File: config.mk
export PLATFORM = sky130hd
export DESIGN_NAME = fpu_issue_arbiter
export DESIGN_NICKNAME = d
export VERILOG_FILES = /design/src/rtl/fpu_issue_arbiter.sv
export SDC_FILE = /design/constraint.sdc
export NUM_CORES = 1
export LEC_CHECK = 0
export ABC_CLOCK_PERIOD_IN_PS = 3400
export CAP_MARGIN = 0
export CELL_PAD_IN_SITES_DETAIL_PLACEMENT = 1
export CELL_PAD_IN_SITES_GLOBAL_PLACEMENT = 2
export CORE_ASPECT_RATIO = 0.9
export CORE_MARGIN = 2
export CORE_UTILIZATION = 23
export DETAILED_ROUTE_END_ITERATION = 8
export GPL_ROUTABILITY_DRIVEN = 0
export PLACE_DENSITY_LB_ADDON = 0.1
export SYNTH_ARGS = -nofsm -noshare
export SYNTH_HDL_FRONTEND = slang
export SYNTH_SLANG_ARGS = --single-unit
File: constraint.sdc
create_clock -name clk -period 3.4 [get_ports clk]
set_input_delay 0.51 -clock clk [delete_from_list [all_inputs] [get_ports clk]]
set_output_delay 0.51 -clock clk [all_outputs]
set_load 0.03 [all_outputs]
File: src/rtl/fpu_issue_arbiter.sv
// fpu_issue_arbiter: two-requester issue arbiter in front of a fixed-latency
// single-precision FPU. Accepts one operation per cycle, issues it to the
// datapath, tracks the owner alongside the FPU pipeline and returns the
// result to that owner. Includes a RUN/DRAIN/HALT drain controller.
// Optional feature: define FPU_ISSUE_ARB_RR_EN for round-robin arbitration
// (default build uses fixed priority, A over B).
module fpu_issue_arbiter #(
  parameter int unsigned LATENCY = 3
) (
  input  logic        clk,
  input  logic        rst,
  input  logic        a_valid_i,
  output logic        a_ready_o,
  input  logic [31:0] a_opa_i,
  input  logic [31:0] a_opb_i,
  input  logic [1:0]  a_op_i,
  input  logic        b_valid_i,
  output logic        b_ready_o,
  input  logic [31:0] b_opa_i,
  input  logic [31:0] b_opb_i,
  input  logic [1:0]  b_op_i,
  output logic        fpu_valid_o,
  output logic [31:0] fpu_opa_o,
  output logic [31:0] fpu_opb_o,
  output logic [1:0]  fpu_op_o,
  input  logic [31:0] fpu_res_i,
  output logic        a_res_valid_o,
  output logic        b_res_valid_o,
  output logic [31:0] res_o,
  input  logic        drain_i,
  output logic        drained_o,
  output logic [3:0]  inflight_o
);

  localparam int unsigned LAST = LATENCY - 1;

  typedef enum logic [1:0] {
    ST_RUN   = 2'd0,
    ST_DRAIN = 2'd1,
    ST_HALT  = 2'd2
  } state_t;

  state_t             state_q;
  state_t             state_d;
  logic               grant_a;
  logic               grant_b;
  logic               acc_a;
  logic               acc_b;
  logic               accept;
  logic               res_done;
  logic               issue_b_q;
  logic [LATENCY-1:0] tag_v_q;
  logic [LATENCY-1:0] tag_b_q;
  logic [3:0]         inflight_q;

`ifdef FPU_ISSUE_ARB_RR_EN
  logic rr_prefer_b_q;

  // Round-robin grant: on contention, serve whoever was not served last
  always_comb begin
    grant_a = a_valid_i & (~b_valid_i | ~rr_prefer_b_q);
    grant_b = b_valid_i & (~a_valid_i | rr_prefer_b_q);
  end

  // Pointer moves only on an actual acceptance
  always_ff @(posedge clk or negedge rst) begin
    if (!rst)        rr_prefer_b_q <= 1'b0;
    else if (accept) rr_prefer_b_q <= acc_a;
  end
`else
  // Fixed priority grant: A always wins
  always_comb begin
    grant_a = a_valid_i;
    grant_b = b_valid_i & ~a_valid_i;
  end
`endif

  assign a_ready_o  = (state_q == ST_RUN) & grant_a;
  assign b_ready_o  = (state_q == ST_RUN) & grant_b;
  assign acc_a      = a_valid_i & a_ready_o;
  assign acc_b      = b_valid_i & b_ready_o;
  assign accept     = acc_a | acc_b;
  assign res_done   = a_res_valid_o | b_res_valid_o;
  assign drained_o  = (state_q == ST_HALT);
  assign inflight_o = inflight_q;

  // Issue register: one-cycle valid pulse, operands held between issues
  always_ff @(posedge clk or negedge rst) begin
    if (!rst) begin
      fpu_valid_o <= 1'b0;
      issue_b_q   <= 1'b0;
      fpu_opa_o   <= '0;
      fpu_opb_o   <= '0;
      fpu_op_o    <= '0;
    end else begin
      fpu_valid_o <= accept;
      if (accept) begin
        issue_b_q <= acc_b;
        fpu_opa_o <= acc_b ? b_opa_i : a_opa_i;
        fpu_opb_o <= acc_b ? b_opb_i : a_opb_i;
        fpu_op_o  <= acc_b ? b_op_i  : a_op_i;
      end
    end
  end

  // Owner tag pipeline; the issue register acts as its head stage, so the
  // last stage lines up with the cycle in which fpu_res_i is meaningful
  always_ff @(posedge clk or negedge rst) begin
    if (!rst) begin
      tag_v_q <= '0;
      tag_b_q <= '0;
    end else begin
      tag_v_q[0] <= fpu_valid_o;
      tag_b_q[0] <= issue_b_q;
      for (int unsigned i = 1; i < LATENCY; i++) begin
        tag_v_q[i] <= tag_v_q[i-1];
        tag_b_q[i] <= tag_b_q[i-1];
      end
    end
  end

  // Result capture and one-cycle return pulse to the owning requester
  always_ff @(posedge clk or negedge rst) begin
    if (!rst) begin
      a_res_valid_o <= 1'b0;
      b_res_valid_o <= 1'b0;
      res_o         <= '0;
    end else begin
      a_res_valid_o <= tag_v_q[LAST] & ~tag_b_q[LAST];
      b_res_valid_o <= tag_v_q[LAST] &  tag_b_q[LAST];
      if (tag_v_q[LAST]) res_o <= fpu_res_i;
    end
  end

  // Outstanding count: up on acceptance, down once the return pulse is seen
  always_ff @(posedge clk or negedge rst) begin
    if (!rst) begin
      inflight_q <= '0;
    end else begin
      case ({accept, res_done})
        2'b10:   inflight_q <= inflight_q + 4'd1;
        2'b01:   inflight_q <= inflight_q - 4'd1;
        default: inflight_q <= inflight_q;
      endcase
    end
  end

  // Drain controller next state
  always_comb begin
    state_d = state_q;
    case (state_q)
      ST_RUN:   if (drain_i)             state_d = ST_DRAIN;
      ST_DRAIN: if (inflight_q == '0)    state_d = ST_HALT;
      ST_HALT:  if (!drain_i)            state_d = ST_RUN;
      default:                           state_d = ST_RUN;
    endcase
  end

  // Drain controller state register
  always_ff @(posedge clk or negedge rst) begin
    if (!rst) state_q <= ST_RUN;
    else      state_q <= state_d;
  end

endmodule
==> run_results.csv <==
group,metric,value,unit
synthesis,avgSynthCellArea,11.81,sq um
die,start_util,0.2325,
drt,ant_nets,0,
pwr,irDropWorstVdd,0.2904,mV
layout,diodes,0,
global_route,track_usage,0.1411,
layout,multiInputGateArea,1946,sq um
global_route,grt_pass1_wl,24.68,mm
synthesis,synth_cell_types,37,
layout,area_growth,72.82,%
placement,numPortBuffers,276,
worst_setup_path,path_class,"flop to output pin",
sta,hold_viol,0,
clock_network,cts.sinks,114,
placement,placed_area,7989,sq um
drt,vias,4117,
die,die_area,22870,sq um
global_route,grt_overflow,0,
sta,period_needed,2.646,ns
synthesis,ys_seq_area_frac,0.5723,
worst_setup_path,end_kind,"output pin",
worst_setup_path,crit_arrival,2.14,ns
synthesis,synth_area,4985,sq um
clock_network,post_cts_buffers,0,
pwr,p_total,7.455,mW
clock_network,cts_tree,"yes",
sta,finalSetupTns,0,ns
layout,layout_common_cells,"clkdlybuf4s50_1 (275), dfrtp_1 (114), nand2_1 (68)",
sta,slew_violations,0,
die,dieHeight,143.7,um
layout,fin_area,8615,sq um
worst_setup_path,reg2reg_depth,7,
drt,dr.pass1.iters,4,
layout,drive_gt1_frac,0.1038,
clock_network,clock-root-buffer,"clkbuf_16",
pwr,powerDensity,865.4,nW/um^2
drt,drtIter0Drc,51,
layout,fill_cells,2323,
die,die_w,159.2,um
synthesis,synthesis.nets,593,
sta,max_slew.worst_pin.slew,1.173,ns
worst_setup_path,start_kind,"flop",
clock_network,clk_latency,0.41,ns
flow_run,maxCapViolCount,0,
synthesis,yosysWarnings,0,
sta,setup_violations,0,
clock_network,path_clk_slew,0.05,ns
sta,fin_skew,0.008938,ns
synthesis,synth_seq_cells,114,
die,core,21440,sq um
global_route,antenna_found_initial,0,
drt,wire_per_inst,15.93,um
sta,slew_headroom,0.2180,
pwr,leakagePower,3.479,nW
clock_network,cts_buffers,17,
sta,timing.final.crit_share,0.7782,
global_route,grt_max_degree,134,
clock_network,cts-hold-fix-buffers,0,
status,status,"complete, no violations",
clock_network,clk_path_buf_depth,2,
drt,drc,0,
clock_network,cts_resized,0,
drt,viasPerCell,4.142,
clock_network,cts_max_level,4,
global_route,grt_pass1_vias,4411,
hold_path,hold_class,"primary input to async pin",
sta,grt_setup_unrepaired,"no",
worst_setup_path,critPathMaxFanout,6,
drt,drt_wl_total,15.83,mm
synthesis,syn_inst,422,
die,fp-row-count,51,
sta,clock.fmax,377.9,MHz
layout,seqCellArea,2853,sq um
layout,layout_commonest_cell,"clkdlybuf4s50_1",
placement,place_hpwl,11.74,mm
worst_setup_path,required,2.89,ns
layout,finalNetCount,863,
die,ioPinCount,277,
final timing paths:
check | startpoint | endpoint | slack (ns)
worst max-delay path | state_q[0]$_DFFE_PN0P_ | b_ready_o | 0.75
worst min-delay path | rst | res_o[7]$_DFFE_PN0P_ | 0.15
worst max register to register | state_q[0]$_DFFE_PN0P_ | inflight_o[2]$_DFFE_PN0P_ | 1.16
worst min register to register | tag_v_q[1]$_DFF_PN0_ | tag_v_q[2]$_DFF_PN0_ | 0.35
max in group asynchronous | rst | fpu_opa_o[2]$_DFFE_PN0P_ | 2.40
min in group clk | tag_v_q[1]$_DFF_PN0_ | tag_v_q[2]$_DFF_PN0_ | 0.35
synthesized netlist by cell type (all sizes together):
master  count  area (sq um)
o211ai      2         15.01
and4b       1         10.01
mux2i      67         670.6
dfrtp     114          2853
and2        1         6.260
o211a       2         20.02
xnor2       1         8.760
a22o        1         8.760
o31ai       1         7.510
clkbuf     20         75.07
nor2        5         18.77
nor3b       3         27.52
a211oi      1         7.510
or4         1         7.510
nand4       1         6.260
nor2b       3         18.77
nor3        2         10.01
buf         9         117.6
nor4bb      1         10.01
nand2b      1         6.260
nor4        2         12.51
mux2       34         382.9
xor2        1         8.760
or2         3         21.27
a21o        1         7.510
inv         3         11.26
nand3       1         5.000
o21ai      69         345.3
a21oi       1         5.000
nand2      68         255.2
ha          2         25.02
state kept, by name (all words and copies together), names as in the netlist:
name,count
a_res_valid_o,1
b_res_valid_o,1
fpu_op_o,2
fpu_opa_o,32
fpu_opb_o,32
fpu_valid_o,1
inflight_o,4
issue_b_q,1
res_o,32
state_q,2
tag_b_q,3
tag_v_q,3
cell families (layout without fill, tap and decap cells):
kind of cell               after synthesis  in the layout  share of synthesized area
AOI/OAI and AO/OA                       78             78                    0.08358
adders and majority gates                2              2                   0.005019
buffers and inverters                   32            313                    0.04091
muxes                                  101            101                     0.2113
xor gates and xnor gates                 2              2                   0.003515
DFF                                    114            114                     0.5723
and+or+nand+nor                         93             93                    0.08333
area by class of cell:
cell class / count / area share
flip-flops and latches: 114 / 0.3312
repair buffers: 280 / 0.3268
multi-input cells: 276 / 0.2259
clock buffers: 21 / 0.05461
well taps: 291 / 0.04227
clock inverters: 9 / 0.01801
inverters: 3 / 0.001307
metal layers:
| layer | vias up | GRT usage | share of wire |
|---|---|---|---|
| met5 | - | 0 | 0 |
| met4 | 0 | 0.04928 | 0.015 |
| met3 | 16 | 0.05541 | 0.079 |
| met2 | 150 | 0.2320 | 0.49 |
| met1 | 1944 | 0.1694 | 0.42 |
| li1 | 2007 | - | - |
critical path: stages, from the launching register on:
cell	delay (ns)
dfrtp_1	0.43
or2_4	0.31
nor3b_4	0.26
clkdlybuf4s50_1	0.72
metrics by stage:
step | hold slack [ns] | utilization | instances | setup slack, ns
3_3_place_gp | 0.3350 | 0.3726 | 964 | 0.7300
2_1_floorplan | 0.2144 | - | 422 | 0.6636
4_1_cts | 0.1740 | 0.4018 | 994 | 0.7304
5_1_grt | 0.2028 | 0.4018 | 994 | 0.6610
6_report | 0.1524 | 0.4018 | 994 | 0.7541
3_5_place_dp | 0.3363 | 0.3726 | 964 | 0.6991
where the power goes:
group	switching, mW	total (mW)	leakage [nW]	internal, mW
Clock	0.615	1.89	0.305	1.27
Combinational	1.83	3.27	1.78	1.44
Sequential	0.331	2.30	1.40	1.97
Total	2.77	7.46	3.48	4.68
Note: power is estimated with default switching activity, not from simulation.
==> edit 1, RTL diff (same flow settings) <==
Re-encode `state_t` (3 states) as one-hot, 3 bits wide.
--- a/src/rtl/fpu_issue_arbiter.sv
+++ b/src/rtl/fpu_issue_arbiter.sv
@@ -36,6 +36,6 @@
 
-  typedef enum logic [1:0] {
-    ST_RUN   = 2'd0,
-    ST_DRAIN = 2'd1,
-    ST_HALT  = 2'd2
+  typedef enum logic [2:0] {
+    ST_RUN   = 3'b001,
+    ST_DRAIN = 3'b010,
+    ST_HALT  = 3'b100
   } state_t;
Behaviour: same outputs for any inputs over 10 cycles, from zero or initial values and one cycle with rst low; not proved beyond that.
==> edit 1 against the original RTL <==
- maximum frequency down 2.3%
- via count up 1.7%
- synthesized area down 0.93%
- hold slack better by 0.035 ns
- routed wire length up 4.6%
- largest cell class unchanged
- final cell count unchanged
- power up 17%
- final area down 0.29%
- setup slack worse by 0.062 ns
- combinational power up 36%
- count of clock-buffer cells in the layout down 4
- sequential cell count up 1
- first-iteration DRC count up 75%
- critical endpoint unchanged
- clock power down 5%
==> edit 1: results (changes against the original RTL) <==
[detailed_routing]
vias = 4189  ; +1.7%
wl_met1_um = 6670  ; +1.2%
drtIter0Drc = 89  ; +75%
routedWlPerCell_um = 16.7  ; +4.6%
via_per_inst = 4.21  ; +1.7%
routed-wl-met2_um = 8050  ; +3.7%
dr.pass1.iters = 4  ; unchanged
dr_wl_met3_um = 1560  ; +25%

[clock_tree]
clkLatencyLatePin_ns = 0.42
cts_buffer_depth = 2  ; unchanged
cts-root-buf = clkbuf_16
cts_resized = 0  ; unchanged
clkTransAtPathRegs_ns = 0.06
htreeDepth = 4  ; unchanged
numCtsBuffers = 17  ; unchanged

[timing]
relSlewSlack_pct = 43.2  ; +21 points
period_minus_slack_ns = 2.71  ; +0.0623 ns
finalClockSkew_ns = 0.00848  ; -0.000459 ns
holdWs_ns = 0.188  ; +0.0352 ns

[placed_design]
portBuffers = 276  ; unchanged
place_ws_ns = 0.700  ; +0.00134 ns
place_inst = 962  ; -0.21%
hpwl_um = 12600  ; +7.7%

[global_route]
grt_usage_pct = 14.5  ; +0.42 points
grt_pass1_wl_um = 24400  ; -1.2%
use_met3_pct = 5.95  ; +0.41 points
grt_max_degree = 68  ; -49%
antenna_found_initial = 0  ; unchanged
first_global_vias = 4399  ; -0.27%
use_met2_pct = 24.0  ; +0.78 points
use_met1_pct = 16.8  ; -0.17 points

[final_layout]
nNetsFinal = 866  ; +0.35%
antenna_cells = 0  ; unchanged
top_regs = fpu_opa_o x32, fpu_opb_o x32, res_o x32
fill_cells = 2279  ; -1.9%
drive_gt1_share_pct = 11.0  ; +0.63 points

[power_and_ir_drop]
leakagePower_nw = 3.81  ; +9.4%
ir_drop_mv = 0.338  ; +17%

[setup_path]
cpMaxStageDelayCell = clkdlybuf4s50_1
worst_ep_arrival_time_ns = 2.20  ; +0.06 ns
cp_slowest_stage_delay_ns = 0.68  ; -0.04 ns
rrSetupSlack_ns = 1.01  ; -0.15 ns
reg2reg_to = inflight_o[2]
path_max_fanout = 6  ; unchanged
critical_path.startpoint = state_q[0]
r2r_cells = 9  ; +2

[synth]
ys_top_cells_by_area = dfrtp_1 58%, mux2i_1 14%, mux2_2 7.5%
synth_cell_types = 34  ; -8.1%
seq_area_frac_synth_pct = 58.3  ; +1.1 points
postSynthAreaPerCell_um2 = 11.8  ; -0.22%
yosysWarnings = 0  ; unchanged
synth_commonest_cells = 114 x dfrtp_1, 69 x a21oi_1, 69 x nor2_1, 68 x mux2i_1, 33 x mux2_2
synth_nets = 590  ; -0.51%

[run_status]
status = finished, final reports clean

[min_path]
hold_path_class = in2async

-- edit 1: cell count changes after synthesis, sizes merged, moves of 10 or more --
cell / before / now
a21oi: 1 / 69
buf: 9 / 19
clkbuf: 20 / 7
nand2: 68 / 4
nor2: 5 / 69
o21ai: 69 / 5
-- edit 1: report_power, final --
group | total (mW) | switching (mW) | leakage, nW | internal (mW)
clock | 1.80 | 0.707 | 0.288 | 1.10
sequential | 2.48 | 0.418 | 1.31 | 2.06
combinational | 4.45 | 2.51 | 2.21 | 1.94
total | 8.73 | 3.63 | 3.81 | 5.10
-- edit 1: final cells by class --
cell class | instances | share of cell area (%)
clock inverter | 15 | 1.98
sequential | 115 | 33.5
tap | 286 | 4.17
inverter | 4 | 0.204
timing repair buffer | 283 | 33.0
clock buffer | 17 | 4.95
multi-input combinational | 274 | 22.1
-- edit 1: stage by stage --
step / utilization, % / power, mW / instance area [µm²]
after detailed placement: 38.1 / 7.04 / 7990
after global placement: 38.1 / 6.94 / 7990
final: 41.0 / 8.73 / 8590
after floorplan: - / 5.05 / 4940
after global routing: 41.0 / 9.28 / 8590
after CTS: 41.0 / 8.91 / 8590
-- edit 1: cells by family (layout without fill, tap and decap cells) --
family / count (synthesis) / after routing / share of synthesized area, %
simple gates: 89 / 89 / 7.93
compound gates: 78 / 78 / 8.06
buf+inv: 30 / 319 / 3.19
mux: 101 / 101 / 21.3
xor+xnor: 4 / 4 / 0.710
fa+ha+maj: 2 / 2 / 0.507
flops: 115 / 115 / 58.3
-- edit 1: worst reg2reg max path, cell delays in order, from the launching register on --
cell	delay [ns]
dfstp_2	0.57
nor3b_2	0.23
o21ai_1	0.17
ha_1	0.30
xor2_1	0.16
ha_1	0.19
o21bai_1	0.15
o22ai_1	0.18
mux2i_1	0.23
xnor2_1	0.13
==> edit 2, RTL diff (same settings) <==
Made on the original files. Build with the macro `FPU_ISSUE_ARB_RR_EN` defined.
--- a/src/rtl/fpu_issue_arbiter.sv
+++ b/src/rtl/fpu_issue_arbiter.sv
@@ -6,2 +6,4 @@
 // (default build uses fixed priority, A over B).
+`define FPU_ISSUE_ARB_RR_EN
+
 module fpu_issue_arbiter #(
Behaviour: not the same (Yosys sat finds a counterexample within 4 cycles, from zero or initial values and one cycle with rst low).
==> edit 2 against the original RTL <==
- the flow now finishes with violations (DRC)
- power grew 22%
- sequential cell count up 1
- routed wire length rose by 33%
- critical path type is now in2reg
- final area rose by 5.6%
- maximum frequency is 4.5% higher
- setup slack improved by 0.11 ns
- synthesized area grew 11%
- critical endpoint is now inflight_o[3]
==> edit 2: results (changes against the original RTL) <==
[run_status]
status = finished, violations left
violations = DRC

[setup_path]
r2r_cells = 8  ; +1
worst_ep_arrival_time_ns = 2.81  ; +0.67 ns
path_max_fanout = 9  ; +3
reg2reg_to = inflight_o[3]
reg2reg_from = state_q[1]

[synth]
synth_edf_count = 0  ; unchanged
async_reset_ff_share_pct = 100  ; unchanged
synth_commonest_cells = 115 x dfrtp_1, 72 x inv_1, 69 x nand3_1, 66 x o21ai_0, 37 x o311ai_1
ys.flop_type = dfrtp_1
ys_top_cells_by_area = dfrtp_1 52%, o311ai_2 8.6%, mux2_2 6.7%
seq_area_frac_synth_pct = 52.2  ; -5.0 points
synth_nets = 680  ; +15%
synth_cell_types = 39  ; +5.4%

[detailed_routing]
routed-wl-met2_um = 10100  ; +30%
top_layer_used = met5
dr_wl_met3_um = 1770  ; +41%
via_per_inst = 4.73  ; +14%
wl_met1_um = 8860  ; +34%
dr.pass1.iters = 6  ; +2
drtIter0Drc = 156  ; +210%
drcViolationCount = 22  ; +22
routed_wl_um = 21000  ; +33%

[clock_tree]
cts_resized = 0  ; unchanged
post-cts-setup-buffers = 0  ; unchanged
cts_buffer_depth = 2  ; unchanged
htreeDepth = 4  ; unchanged
clkLatencyLatePin_ns = 0.41  ; about the same
cts-root-buf = clkbuf_16
clkTransAtPathRegs_ns = 0.06

[timing]
period_minus_slack_ns = 2.53  ; -0.113 ns
setup_tns_ns = 0  ; unchanged
finalClockSkew_ns = 0.00692  ; -0.00202 ns
relSlewSlack_pct = 32.1  ; +10 points

[placed_design]
place_ws_ns = 0.464  ; -0.236 ns
portBuffers = 276  ; unchanged
hpwl_um = 14000  ; +19%

[final_layout]
nNetsFinal = 937  ; +8.6%
antenna_cells = 0  ; unchanged
fill_cells = 2595  ; +12%
drive_gt1_share_pct = 14.4  ; +4.0 points

[global_route]
grt_usage_pct = 17.0  ; +2.9 points
grt_max_degree = 88  ; -34%
antenna_found_initial = 1  ; +1
grt_pass1_wl_um = 33000  ; +34%
first_global_vias = 5695  ; +29%

[power_and_ir_drop]
ir_drop_mv = 0.524  ; +80%
netSwitchingPower_mw = 3.87  ; +39%
leakagePower_nw = 3.68  ; +5.8%

[min_path]
hold_path_class = in2async

## edit 2: changes by cell type in the layout (fill, tap and decap cells not counted), moves of 3 or more
cell	delta
o21ai_1	-17
buf_4	+7
o21ai_0	+16
mux2i_1	-65
bufinv_16	-3
inv_1	+69
o311ai_2	+29
nand3_1	+68
nand2_1	-65
o311ai_1	+37
inv_6	+5
## edit 2: power groups by stage
stage	logic, mW	registers, mW	clock network (mW)
after CTS	4.96	2.46	1.82
after global routing	5.22	2.55	1.88
after floorplan	1.67	3.67	0
after global placement	4.87	2.43	0
final	4.89	2.44	1.75
after detailed placement	4.95	2.48	0
## edit 2: stage by stage
step	instances	total power [mW]	hold WS [ns]	area (µm²)
final	1079	9.09	0.0119	9100
after global routing	1079	9.65	0.0149	9100
after CTS	1079	9.24	0.00738	9100
after detailed placement	1047	7.43	0.336	8520
after global placement	1047	7.30	0.337	8520
after floorplan	507	5.34	0.214	5510
## edit 2: cell type report
class	instances	area [µm²]	area share (%)
clock inverter	12	120	1.32
clock buffer	20	457	5.02
tap	302	378	4.15
sequential	115	2880	31.6
timing repair buffer	285	2840	31.2
inverter	73	274	3.01
multi-input combinational	272	2160	23.7
## edit 2: kinds of logic after synthesis
kind of cell             after synthesis  synth area share [%]
buffers and inverters                120                  9.05
XOR/XNOR                               2                 0.318
flip-flops                           115                  52.2
AND/OR/NAND/NOR                       91                  8.80
AO/OA/AOI/OAI                        140                  21.5
adder cells (fa/ha/maj)                4                  1.04
multiplexers                          35                  7.10
## edit 2: per-layer routing
metal	global-route usage [%]	vias up
li1	-	2349
met1	20.7	2546
met2	28.7	186
met3	6.35	22
met4	4.35	2
met5	0	-
## edit 2: worst max-delay path, cell delays in order
cell	delay, ns
clkdlybuf4s50_1	0.58
nor2_4	0.08
nor2_4	0.09
inv_2	0.04
ha_1	0.29
ha_1	0.39
or4b_1	0.56
o311ai_0	0.14
o211ai_1	0.12
## edit 2: how the worst max path moves through the flow
stage | start | end | slack [ns]
6_report | a_valid_i | inflight_o[3] | 0.87
5_1_grt | state_q[1] | inflight_o[3] | 0.75
4_1_cts | state_q[1] | inflight_o[3] | 0.87
3_5_place_dp | a_valid_i | inflight_o[3] | 0.46
3_3_place_gp | a_valid_i | inflight_o[3] | 0.56
2_1_floorplan | a_valid_i | inflight_o[3] | 0.83
